**src/rtl/alu_share_arbiter.sv**
```systemverilog
// Two-requester arbiter sharing one combinational ALU through a single registered issue stage.
// Build macro ALU_ARB_FIXED_PRIO_EN: requester 0 wins every tie instead of round-robin.
module alu_share_arbiter #(
  parameter int WIDTH = 32,
  parameter int CNT_W = 16
) (
  input  logic             clk,
  input  logic             rst,
  input  logic [1:0]       req_valid,
  output logic [1:0]       req_ready,
  input  logic [WIDTH-1:0] req0_A,
  input  logic [WIDTH-1:0] req0_B,
  input  logic [WIDTH-1:0] req1_A,
  input  logic [WIDTH-1:0] req1_B,
  input  logic [3:0]       req0_op,
  input  logic [3:0]       req1_op,
  output logic [WIDTH-1:0] alu_A,
  output logic [WIDTH-1:0] alu_B,
  output logic [3:0]       alu_op,
  input  logic [WIDTH-1:0] alu_result,
  input  logic             alu_zero,
  output logic [1:0]       rsp_valid,
  input  logic [1:0]       rsp_ready,
  output logic [WIDTH-1:0] rsp0_result,
  output logic [WIDTH-1:0] rsp1_result,
  output logic             rsp0_zero,
  output logic             rsp1_zero,
  output logic [CNT_W-1:0] contention_cnt
);

  logic [1:0]       r_busy;
  logic [1:0]       r_rsp_valid;
  logic             r_last;
  logic             r_iss_valid;
  logic             r_iss_id;
  logic [WIDTH-1:0] r_alu_A;
  logic [WIDTH-1:0] r_alu_B;
  logic [3:0]       r_alu_op;
  logic [WIDTH-1:0] r_rsp0_result;
  logic [WIDTH-1:0] r_rsp1_result;
  logic             r_rsp0_zero;
  logic             r_rsp1_zero;
  logic [CNT_W-1:0] r_cnt;

  logic [1:0] w_rsp_hs;
  logic [1:0] w_elig;
  logic [1:0] w_cand;
  logic [1:0] w_grant;
  logic [1:0] w_land;
  logic       w_stall;

  // A requester whose response drains this cycle may already issue its next op.
  assign w_rsp_hs = r_rsp_valid & rsp_ready;
  assign w_elig   = ~r_busy | w_rsp_hs;
  assign w_cand   = req_valid & w_elig;
  assign w_land   = {r_iss_valid & r_iss_id, r_iss_valid & ~r_iss_id};
  assign w_stall  = (w_cand[0] & w_grant[1]) | (w_cand[1] & w_grant[0]);

  // Grant selection among eligible valid requesters
  always_comb begin
    w_grant = 2'b00;
    if (rst) begin
      w_grant = 2'b00;
    end else begin
      case (w_cand)
        2'b01:   w_grant = 2'b01;
        2'b10:   w_grant = 2'b10;
`ifdef ALU_ARB_FIXED_PRIO_EN
        2'b11:   w_grant = 2'b01;
`else
        2'b11:   w_grant = r_last ? 2'b01 : 2'b10;
`endif
        default: w_grant = 2'b00;
      endcase
    end
  end

  // Issue register: operands are only loaded on accept so the ALU inputs stay quiet when idle
  always_ff @(posedge clk or posedge rst) begin
    if (rst) begin
      r_alu_A     <= '0;
      r_alu_B     <= '0;
      r_alu_op    <= 4'd0;
      r_iss_valid <= 1'b0;
      r_iss_id    <= 1'b0;
      r_last      <= 1'b1;
    end else begin
      if (w_grant[0]) begin
        r_alu_A  <= req0_A;
        r_alu_B  <= req0_B;
        r_alu_op <= req0_op;
        r_iss_id <= 1'b0;
        r_last   <= 1'b0;
      end else if (w_grant[1]) begin
        r_alu_A  <= req1_A;
        r_alu_B  <= req1_B;
        r_alu_op <= req1_op;
        r_iss_id <= 1'b1;
        r_last   <= 1'b1;
      end
      r_iss_valid <= |w_grant;
    end
  end

  // Per-requester busy tracking and response capture
  always_ff @(posedge clk or posedge rst) begin
    if (rst) begin
      r_busy        <= 2'b00;
      r_rsp_valid   <= 2'b00;
      r_rsp0_result <= '0;
      r_rsp1_result <= '0;
      r_rsp0_zero   <= 1'b0;
      r_rsp1_zero   <= 1'b0;
    end else begin
      r_busy      <= w_grant | (r_busy & ~w_rsp_hs);
      r_rsp_valid <= w_land | (r_rsp_valid & ~rsp_ready);
      if (w_land[0]) begin
        r_rsp0_result <= alu_result;
        r_rsp0_zero   <= alu_zero;
      end
      if (w_land[1]) begin
        r_rsp1_result <= alu_result;
        r_rsp1_zero   <= alu_zero;
      end
    end
  end

  // Saturating count of cycles where an eligible requester lost to the other
  always_ff @(posedge clk or posedge rst) begin
    if (rst) begin
      r_cnt <= '0;
    end else if (w_stall && (r_cnt != {CNT_W{1'b1}})) begin
      r_cnt <= r_cnt + {{(CNT_W-1){1'b0}}, 1'b1};
    end
  end

  assign req_ready      = w_grant;
  assign alu_A          = r_alu_A;
  assign alu_B          = r_alu_B;
  assign alu_op         = r_alu_op;
  assign rsp_valid      = r_rsp_valid;
  assign rsp0_result    = r_rsp0_result;
  assign rsp1_result    = r_rsp1_result;
  assign rsp0_zero      = r_rsp0_zero;
  assign rsp1_zero      = r_rsp1_zero;
  assign contention_cnt = r_cnt;

endmodule
```
**config.mk**
```make
export PLATFORM = sky130hd
export DESIGN_NAME = alu_share_arbiter
export DESIGN_NICKNAME = d
export VERILOG_FILES = /design/src/rtl/alu_share_arbiter.sv
export SDC_FILE = /design/constraint.sdc
export NUM_CORES = 1
export LEC_CHECK = 0
export CORE_MARGIN = 2
export CORE_UTILIZATION = 40
export CTS_BUF_LIST = sky130_fd_sc_hd__clkbuf_16
export DETAILED_ROUTE_END_ITERATION = 8
export GPL_TIMING_DRIVEN = 0
export PLACE_DENSITY = 0.81
export SYNTH_ARGS = -nofsm -noshare
export SYNTH_HDL_FRONTEND = slang
export SYNTH_SLANG_ARGS = --single-unit
```
**constraint.sdc**
```tcl
create_clock -name clk -period 7.21 [get_ports clk]
set_clock_uncertainty 0.15 [all_clocks]
set_input_delay 0.721 -clock clk [delete_from_list [all_inputs] [get_ports clk]]
set_output_delay 0.721 -clock clk [all_outputs]
set_load 0.02 [all_outputs]
```
== After elaboration in Yosys (flattened, before gate mapping) ==
Cells that the tools add are included.
Storage, ports and cells
  logic and storage cells: 48
  bits of input ports: 175
  bits in registers: 157
Cells by class
  equality and inequality tests: 4
  $add $sub $neg: 1
  multiplexer cells: 11
  bitwise operators: 16
  reduce and logical (&&, ||, !) cells: 3
Operator list (number)
  two-way mux 32 bit: 4
  adder 16 x 1 -> 16 bit (second input constant): 1
  inequality test 16 bit (second input constant): 1
  AND 2 bit: 4
  two-way mux 4 bit: 2
  NOT 2 bit: 3
  OR 2 bit: 3
  case mux 2 bit (3 select lines): 1
  AND 1 bit: 4
  equality test 2 bit (second input constant): 2
  two-way mux 2 bit: 2
  equality test 2 x 1 -> 1 bit (second input constant): 1
  two-way mux 1 bit: 2
  nonzero test 2 bit: 1
  OR reduction 2 bit: 1
  logical AND 1 bit: 1
  NOT 1 bit: 1
  OR 1 bit: 1

== Logic depth before layout (Yosys ltp) ==
Gate-level depths: netlist (run 1).
  depth after elaboration: 9
  gate-level depth with buffers: 7
  depth with buffers taken out: 6

== Worst setup path after synthesis (run 1) ==
No wires, ideal clock.
  kind: input to output
  start point: input port rst
  end point: output port req_ready[1]
  path slack: 0.750 ns
  cell stages on the path: 6
  required time: 6.339 ns
  data arrival time: 5.589 ns
  path through: inv_1 a32oi_2 inv_2 clkbuf_1 nand2_1 inv_1
On the way
  cells in the longest elaborated chain, start to end: 1
Ends and longest elaborated chain
  start: declaration: RTL line 8  | input logic rst,
  two-way mux 2 bit: RTL line 62  | if (rst) begin
  end: declaration: RTL line 10  | output logic [1:0] req_ready,
No other way between the ends.

== Worst setup path after layout (run 1) ==
Ends and elaborated chain as after synthesis.

==> results of run 1 <==
[Yosys cell counts]
cell type,number
and2_1,1
and3_1,2
a22oi_1,47
nand2_1,78
o31ai_1,1
nor4_1,6
dfstp_2,1
mux2_2,68
xor2_1,14
nand2b_1,2
nor2_1,23
inv_2,2
nand3_1,50
nor4_4,1
o311ai_4,1
a21oi_1,42
and2b_2,1
ha_1,1
nand4_2,2
o21ai_0,2
buf_2,5
clkbuf_1,31
dfrtp_1,156
a21o_1,1
nor3_1,4
o211ai_1,1
and4_1,1
nand4_1,3
nor4b_1,3
nor3b_1,2
a21bo_2,2
a21boi_0,1
a32oi_2,1
inv_1,5
[state kept, by name, indices dropped and copies added (netlist names)]
signal and count:
r_busy 2, contention_cnt 16, r_iss_valid 1, alu_A 32, r_iss_id 1, rsp1_result 32
rsp1_zero 1, alu_B 32, alu_op 4, rsp_valid 2, r_last 1, rsp0_result 32
rsp0_zero 1
[worst min path at each step]
stage	end	slack [ns]	depth (start not counted)
after CTS	alu_B[10]	0.36	2
after global routing	rsp1_result[26]	0.36	1
after global placement	alu_B[17]	0.34	2
final	alu_B[10]	0.35	2
after floorplan	r_iss_id	0.31	2
after detailed placement	rsp0_result[5]	0.34	1
[worst max-delay path, delay by kind of cell]
| family | cells | cell delay [ns] |
|---|---|---|
| AOI/OAI and AO/OA | 1 | 0.39 |
| buffers and inverters | 7 | 2.75 |
| and+or+nand+nor | 1 | 0.22 |
[cells by family after synthesis]
family,count (synthesis),synth area share
multiplexers,68,0.118
AND/OR/NAND/NOR,179,0.129
adder cells (fa/ha/maj),1,0.00192
flip-flops,157,0.604
AO/OA/AOI/OAI,99,0.102
buffers and inverters,43,0.0258
XOR/XNOR,14,0.0188
[routing by layer]
layer / vias to the layer above / share of wire / track usage
met2: 246 / 0.52 / 0.433
met1: 2837 / 0.38 / 0.274
met4: 0 / 0.025 / 0.0900
li1: 2688 / - / -
met3: 36 / 0.073 / 0.0779
met5: - / 0 / 0
[where the power goes]
group          switching (mW)  internal [mW]
clock                   0.379          0.517
sequential              0.232           1.30
combinational            1.13           1.12
total                    1.74           2.93
[layout make-up]
| class | instances | area [um^2] |
|---|---|---|
| clock buffer | 17 | 425 |
| timing repair buffer | 329 | 3310 |
| clock inverter | 15 | 161 |
| sequential | 157 | 3930 |
| fill | 1250 | 5200 |
| inverter | 7 | 33.8 |
| tap | 216 | 270 |
| multi-input combinational | 361 | 2410 |
| buffer | 36 | 141 |
[through the flow]
| step | cell area, um^2 | TNS (ns) | instances | util |
|---|---|---|---|---|
| final | 10700 | 0 | 1138 | 0.672 |
| after global routing | 10700 | 0 | 1138 | 0.672 |
| after CTS | 10700 | 0 | 1138 | 0.672 |
| after detailed placement | 10100 | 0 | 1106 | 0.635 |
| after global placement | 10100 | -153.93 | 1105 | 0.633 |
| after floorplan | 6510 | 0 | 561 | - |
==> results.sh, run 1 <==
export IMPL_outcome="completed"
export IMPL_finalSetupViolCount=0
export IMPL_cap_violations=0
export IMPL_max_slew_margin=0.533
export IMPL_ff2ff_setup_slack_ns=4.85
export IMPL_reg2regPathDepth=7
export IMPL_syn_cell_area_um2=6510
export IMPL_num_io_pins=329
export IMPL_synth_top_cell_area_share=0.600
export IMPL_postRouteAntennaNets=0
export IMPL_clkLatencyLatePin_ns=0.42
export IMPL_p_leak_nw=4.60
export IMPL_clkTransAtPathRegs_ns=0.06
export IMPL_worstPathArrival_ns=4.11
export IMPL_critPathKind="in -> out"
export IMPL_drc=0
export IMPL_drive_gt1_frac=0.127
export IMPL_cts_tree="yes"
export IMPL_finalCritPeriodShare=0.691
export IMPL_mostFrequentLayoutCell="clkdlybuf4s50_1"
export IMPL_avgSynthCellArea_um2=11.6
export IMPL_rsz0062_at_grt="no"
export IMPL_wirelength_mm=20.9
export IMPL_firstDrtPassIters=4
export IMPL_holdBufCountCts=0
export IMPL_fin_nets=1085
export IMPL_postCtsSetupRepairBufs=0
export IMPL_hold_class="reg -> reg"
export IMPL_die_y_um=132
export IMPL_gp_congestion=0.821
export IMPL_fin_total_pwr_mw=4.67
export IMPL_wl_per_cell_um=18.3
export IMPL_ir_drop_mv=0.211
export IMPL_grtUsageTotal=0.244
export IMPL_cp_slowest_cell="clkdlybuf4s50_1"
export IMPL_cts_path_max_buffers=2
export IMPL_synth_seq_cells=157
export IMPL_hpwl_mm=15.8
export IMPL_cts_resized=0
export IMPL_finalHoldViolations=0
export IMPL_grt_overflow=0
export IMPL_rows=46
export IMPL_synth_area_leaders="dfrtp_1 60%, mux2_2 12%, a22oi_1 5.4%"
export IMPL_cp_common_cell="clkdlybuf4s50_1"
export IMPL_grt_max_degree=97
export IMPL_tightestPinTransition_ns=0.700
export IMPL_cpPeakStageDelay_ns=0.64
export IMPL_timing_critical_path_from="rst"
export IMPL_grt_first_pass_wirelength_mm=32.9
export IMPL_numClockSinks=157
export IMPL_fin_ws_ns=2.23
export IMPL_cts_buffers=17
export IMPL_fp_dieW_um=132
export IMPL_whs_ns=0.351
export IMPL_synth_largest_area_cell="dfrtp_1"
export IMPL_powerDensity_nw_per_um2=437
export IMPL_synth_warnings=0
export IMPL_antenna_found_initial=0
export IMPL_cp_endpoint="req_ready[1]"
export IMPL_r2r_start="rsp_valid[0]"
export IMPL_htreeDepth=4
export IMPL_first_iter_violations=285
export IMPL_vias_per_cell=5.10
export IMPL_setup_worst_path_end_class="primary output"
export IMPL_min_from="alu_B[10]"
export IMPL_grt_pass1_vias=6025
export IMPL_ys_seq_area_frac=0.604
export IMPL_max_freq_ghz=0.201
export IMPL_vias=5807
export IMPL_finalMaxSlewViolations=0
export IMPL_path_cells="clkdlybuf4s50_1, inv_8, buf_16, a32oi_2, inv_2, clkbuf_1, nand2_1, inv_1, clkdlybuf4s50_1"
export IMPL_root_buffer="clkbuf_16"
export IMPL_preCtsSetupSlack_ns=2.05
export IMPL_reg2reg_to="r_last"
export IMPL_num_antenna_cells=0
export IMPL_worstPathRequired_ns=6.34
export IMPL_synth_cells=561
export IMPL_syn_nets=737
export IMPL_coreArea_um2=15900
export IMPL_die_area_um2=17300
export IMPL_start_util=0.410
export IMPL_min_period_ns=4.98
export IMPL_io_buffers=328
export IMPL_final_cell_mix="328 x clkdlybuf4s50_1, 156 x dfrtp_1, 78 x nand2_1, 68 x mux2_2, 50 x nand3_1"
export IMPL_crit_path_start_kind="input port"
export IMPL_area_growth_pct=64.2
export IMPL_path_max_fanout=96
export IMPL_synthDistinctLibCells=34
Power figures use the tool's default switching activity.
==> inputs of run 2 (changes only) <==
==> constraint.sdc (replaced) <==
create_clock -name clk -period 4.8 [get_ports clk]
set_clock_uncertainty 0.15 [all_clocks]
set_input_delay 0.48 -clock clk [delete_from_list [all_inputs] [get_ports clk]]
set_output_delay 0.48 -clock clk [all_outputs]
set_load 0.02 [all_outputs]
==> results.sh, run 2 (synthesis gave the netlist of run 1 again) <==
export IMPL_outcome="completed"
export IMPL_numClockSinks=157
export IMPL_grt_overflow=0
export IMPL_coreArea_um2=15900
export IMPL_finish_utilization=0.678
export IMPL_root_buffer="clkbuf_16"
export IMPL_grtUsageTotal=0.244
export IMPL_cts_resized=0
export IMPL_dpl_cell_count=1109
export IMPL_met3WireLength_mm=1.49
export IMPL_crit_path_start_kind="input port"
export IMPL_grt_first_pass_wirelength_mm=33.1
export IMPL_ff2ff_setup_slack_ns=2.53
export IMPL_crit_buf_inv=7
export IMPL_drive_gt1_frac=0.132
export IMPL_wl_per_cell_um=18.4
export IMPL_postRouteAntennaNets=0
export IMPL_wl_met2_mm=10.7
export IMPL_finalSetupViolCount=0
export IMPL_fin_nets=1089
export IMPL_dr_max_layer_used="met4"
export IMPL_critPathTopFamily="buffers and inverters"
export IMPL_multi_input_comb_area_um2=2410
export IMPL_die_y_um=132
export IMPL_cts_buffers=17
export IMPL_reg2regPathDepth=7
export IMPL_finalMaxSlewViolations=0
export IMPL_worstPathRequired_ns=4.17
export IMPL_rows=46
export IMPL_area_growth_pct=65.6
export IMPL_gp_congestion=0.853
export IMPL_num_antenna_cells=0
export IMPL_worst_path_stages=9
export IMPL_max_slew_margin=0.477
export IMPL_timing_critical_path_from="rst"
export IMPL_p_leak_nw=4.63
export IMPL_path_cells="clkdlybuf4s50_1, clkinvlp_4, buf_12, a32oi_2, inv_2, clkbuf_1, nand2_1, inv_1, clkdlybuf4s50_1"
export IMPL_powerDensity_nw_per_um2=661
export IMPL_worstPathArrival_ns=3.66
export IMPL_num_io_pins=329
export IMPL_fillers=1247
export IMPL_grt_pass1_vias=6073
export IMPL_clkLatencyLatePin_ns=0.42
export IMPL_finalInstanceArea_um2=10800
export IMPL_io_buffers=328
export IMPL_reg2reg_to="r_last"
export IMPL_die_area_um2=17300
export IMPL_holdBufCountCts=0
export IMPL_post_dp_cell_area_um2=10100
export IMPL_vias_per_cell=5.09
export IMPL_ir_drop_mv=0.326
export IMPL_setup_worst_path_end_class="primary output"
export IMPL_rsz0062_at_grt="no"
export IMPL_max_freq_ghz=0.233
export IMPL_start_util=0.410
export IMPL_met1_length_mm=8.38
export IMPL_cts_tree="yes"
export IMPL_antenna_found_initial=0
export IMPL_seq_area_um2=3930
export IMPL_wirelength_mm=21.0
export IMPL_grt_max_degree=41
export IMPL_preCtsSetupSlack_ns=0.161
export IMPL_fp_dieW_um=132
export IMPL_path_max_fanout=40
export IMPL_mostFrequentLayoutCell="clkdlybuf4s50_1"
export IMPL_min_period_ns=4.29
export IMPL_vias=5813
export IMPL_finalCritPeriodShare=0.894
export IMPL_cts_path_max_buffers=2
export IMPL_cpPeakStageDelay_ns=0.59
export IMPL_r2r_start="rsp_valid[1]"
export IMPL_final_cell_count_no_fill=1142
export IMPL_firstDrtPassIters=5
export IMPL_tightestPinTransition_ns=0.780
export IMPL_htreeDepth=4
export IMPL_clkTransAtPathRegs_ns=0.06
export IMPL_postCtsSetupRepairBufs=0
export IMPL_drc=0
export IMPL_fin_ws_ns=0.507
export IMPL_final_cell_mix="328 x clkdlybuf4s50_1, 156 x dfrtp_1, 78 x nand2_1, 68 x mux2_2, 50 x nand3_1"
export IMPL_whs_ns=0.352
export IMPL_hpwl_mm=15.7
export IMPL_cp_slowest_cell="clkdlybuf4s50_1"
export IMPL_cap_violations=0
export IMPL_critPathKind="in -> out"
export IMPL_cp_common_cell="clkdlybuf4s50_1"
export IMPL_hold_class="reg -> reg"
export IMPL_cp_endpoint="req_ready[1]"
export IMPL_finalHoldViolations=0
export IMPL_first_iter_violations=224
==> run 2: changes by cell type in the layout (fill, tap and decap cells not counted) <==
cell | before | now
buf_12 | 0 | 4
buf_16 | 1 | 0
clkinv_1 | 1 | 0
clkinvlp_2 | 0 | 1
clkinv_4 | 2 | 0
clkinvlp_4 | 1 | 4
bufinv_16 | 2 | 3
clkinv_8 | 0 | 1
inv_6 | 4 | 5
clkinv_2 | 3 | 1
inv_8 | 3 | 2
==> run 2: through the flow <==
| step | setup TNS (ns) | total power, mW |
|---|---|---|
| CTS | 0 | 7.18 |
| detailed placement | 0 | 5.72 |
| global route | 0 | 7.48 |
| finish | 0 | 7.13 |
| floorplan | 0 | 3.98 |
| global placement | -134.94 | 5.63 |
==> run 2: power by group <==
part / total, mW / switching [mW] / internal (mW)
combinational: 3.40 / 1.72 / 1.68
sequential: 2.29 / 0.347 / 1.95
clock: 1.44 / 0.598 / 0.838
==> run 2: worst min-delay path by stage <==
stage | from | to | slack, ns | depth (start not counted)
after floorplan | r_iss_id | r_iss_id | 0.31 | 2
after global placement | r_iss_id | r_iss_id | 0.33 | 2
after detailed placement | alu_B[24] | alu_B[24] | 0.34 | 2
after CTS | alu_B[24] | alu_B[24] | 0.35 | 2
after global routing | rsp0_result[8] | rsp0_result[8] | 0.37 | 1
final | alu_B[24] | alu_B[24] | 0.35 | 2
==> run 2: metal layers <==
layer | global-route usage | vias up
met5 | 0 | -
li1 | - | 2701
met2 | 0.419 | 251
met3 | 0.0691 | 30
met4 | 0.0894 | 0
met1 | 0.291 | 2831
==> run 2: cell type report <==
cell class / count / area share
clock buffers: 17 / 0.0395
inverters: 7 / 0.00279
multi-input cells: 361 / 0.224
repair buffers: 332 / 0.312
clock inverters: 15 / 0.0186
repair inverters: 1 / 0.000465
flip-flops and latches: 157 / 0.365
plain buffers: 36 / 0.0131
well taps: 216 / 0.0251
==> run 2: tightest hold or removal path: cells and delay by family, from the launching register on <==
family          cells  cell delay [ns]
simple gates        1             0.05
compound gates      1             0.08
flops               1             0.34
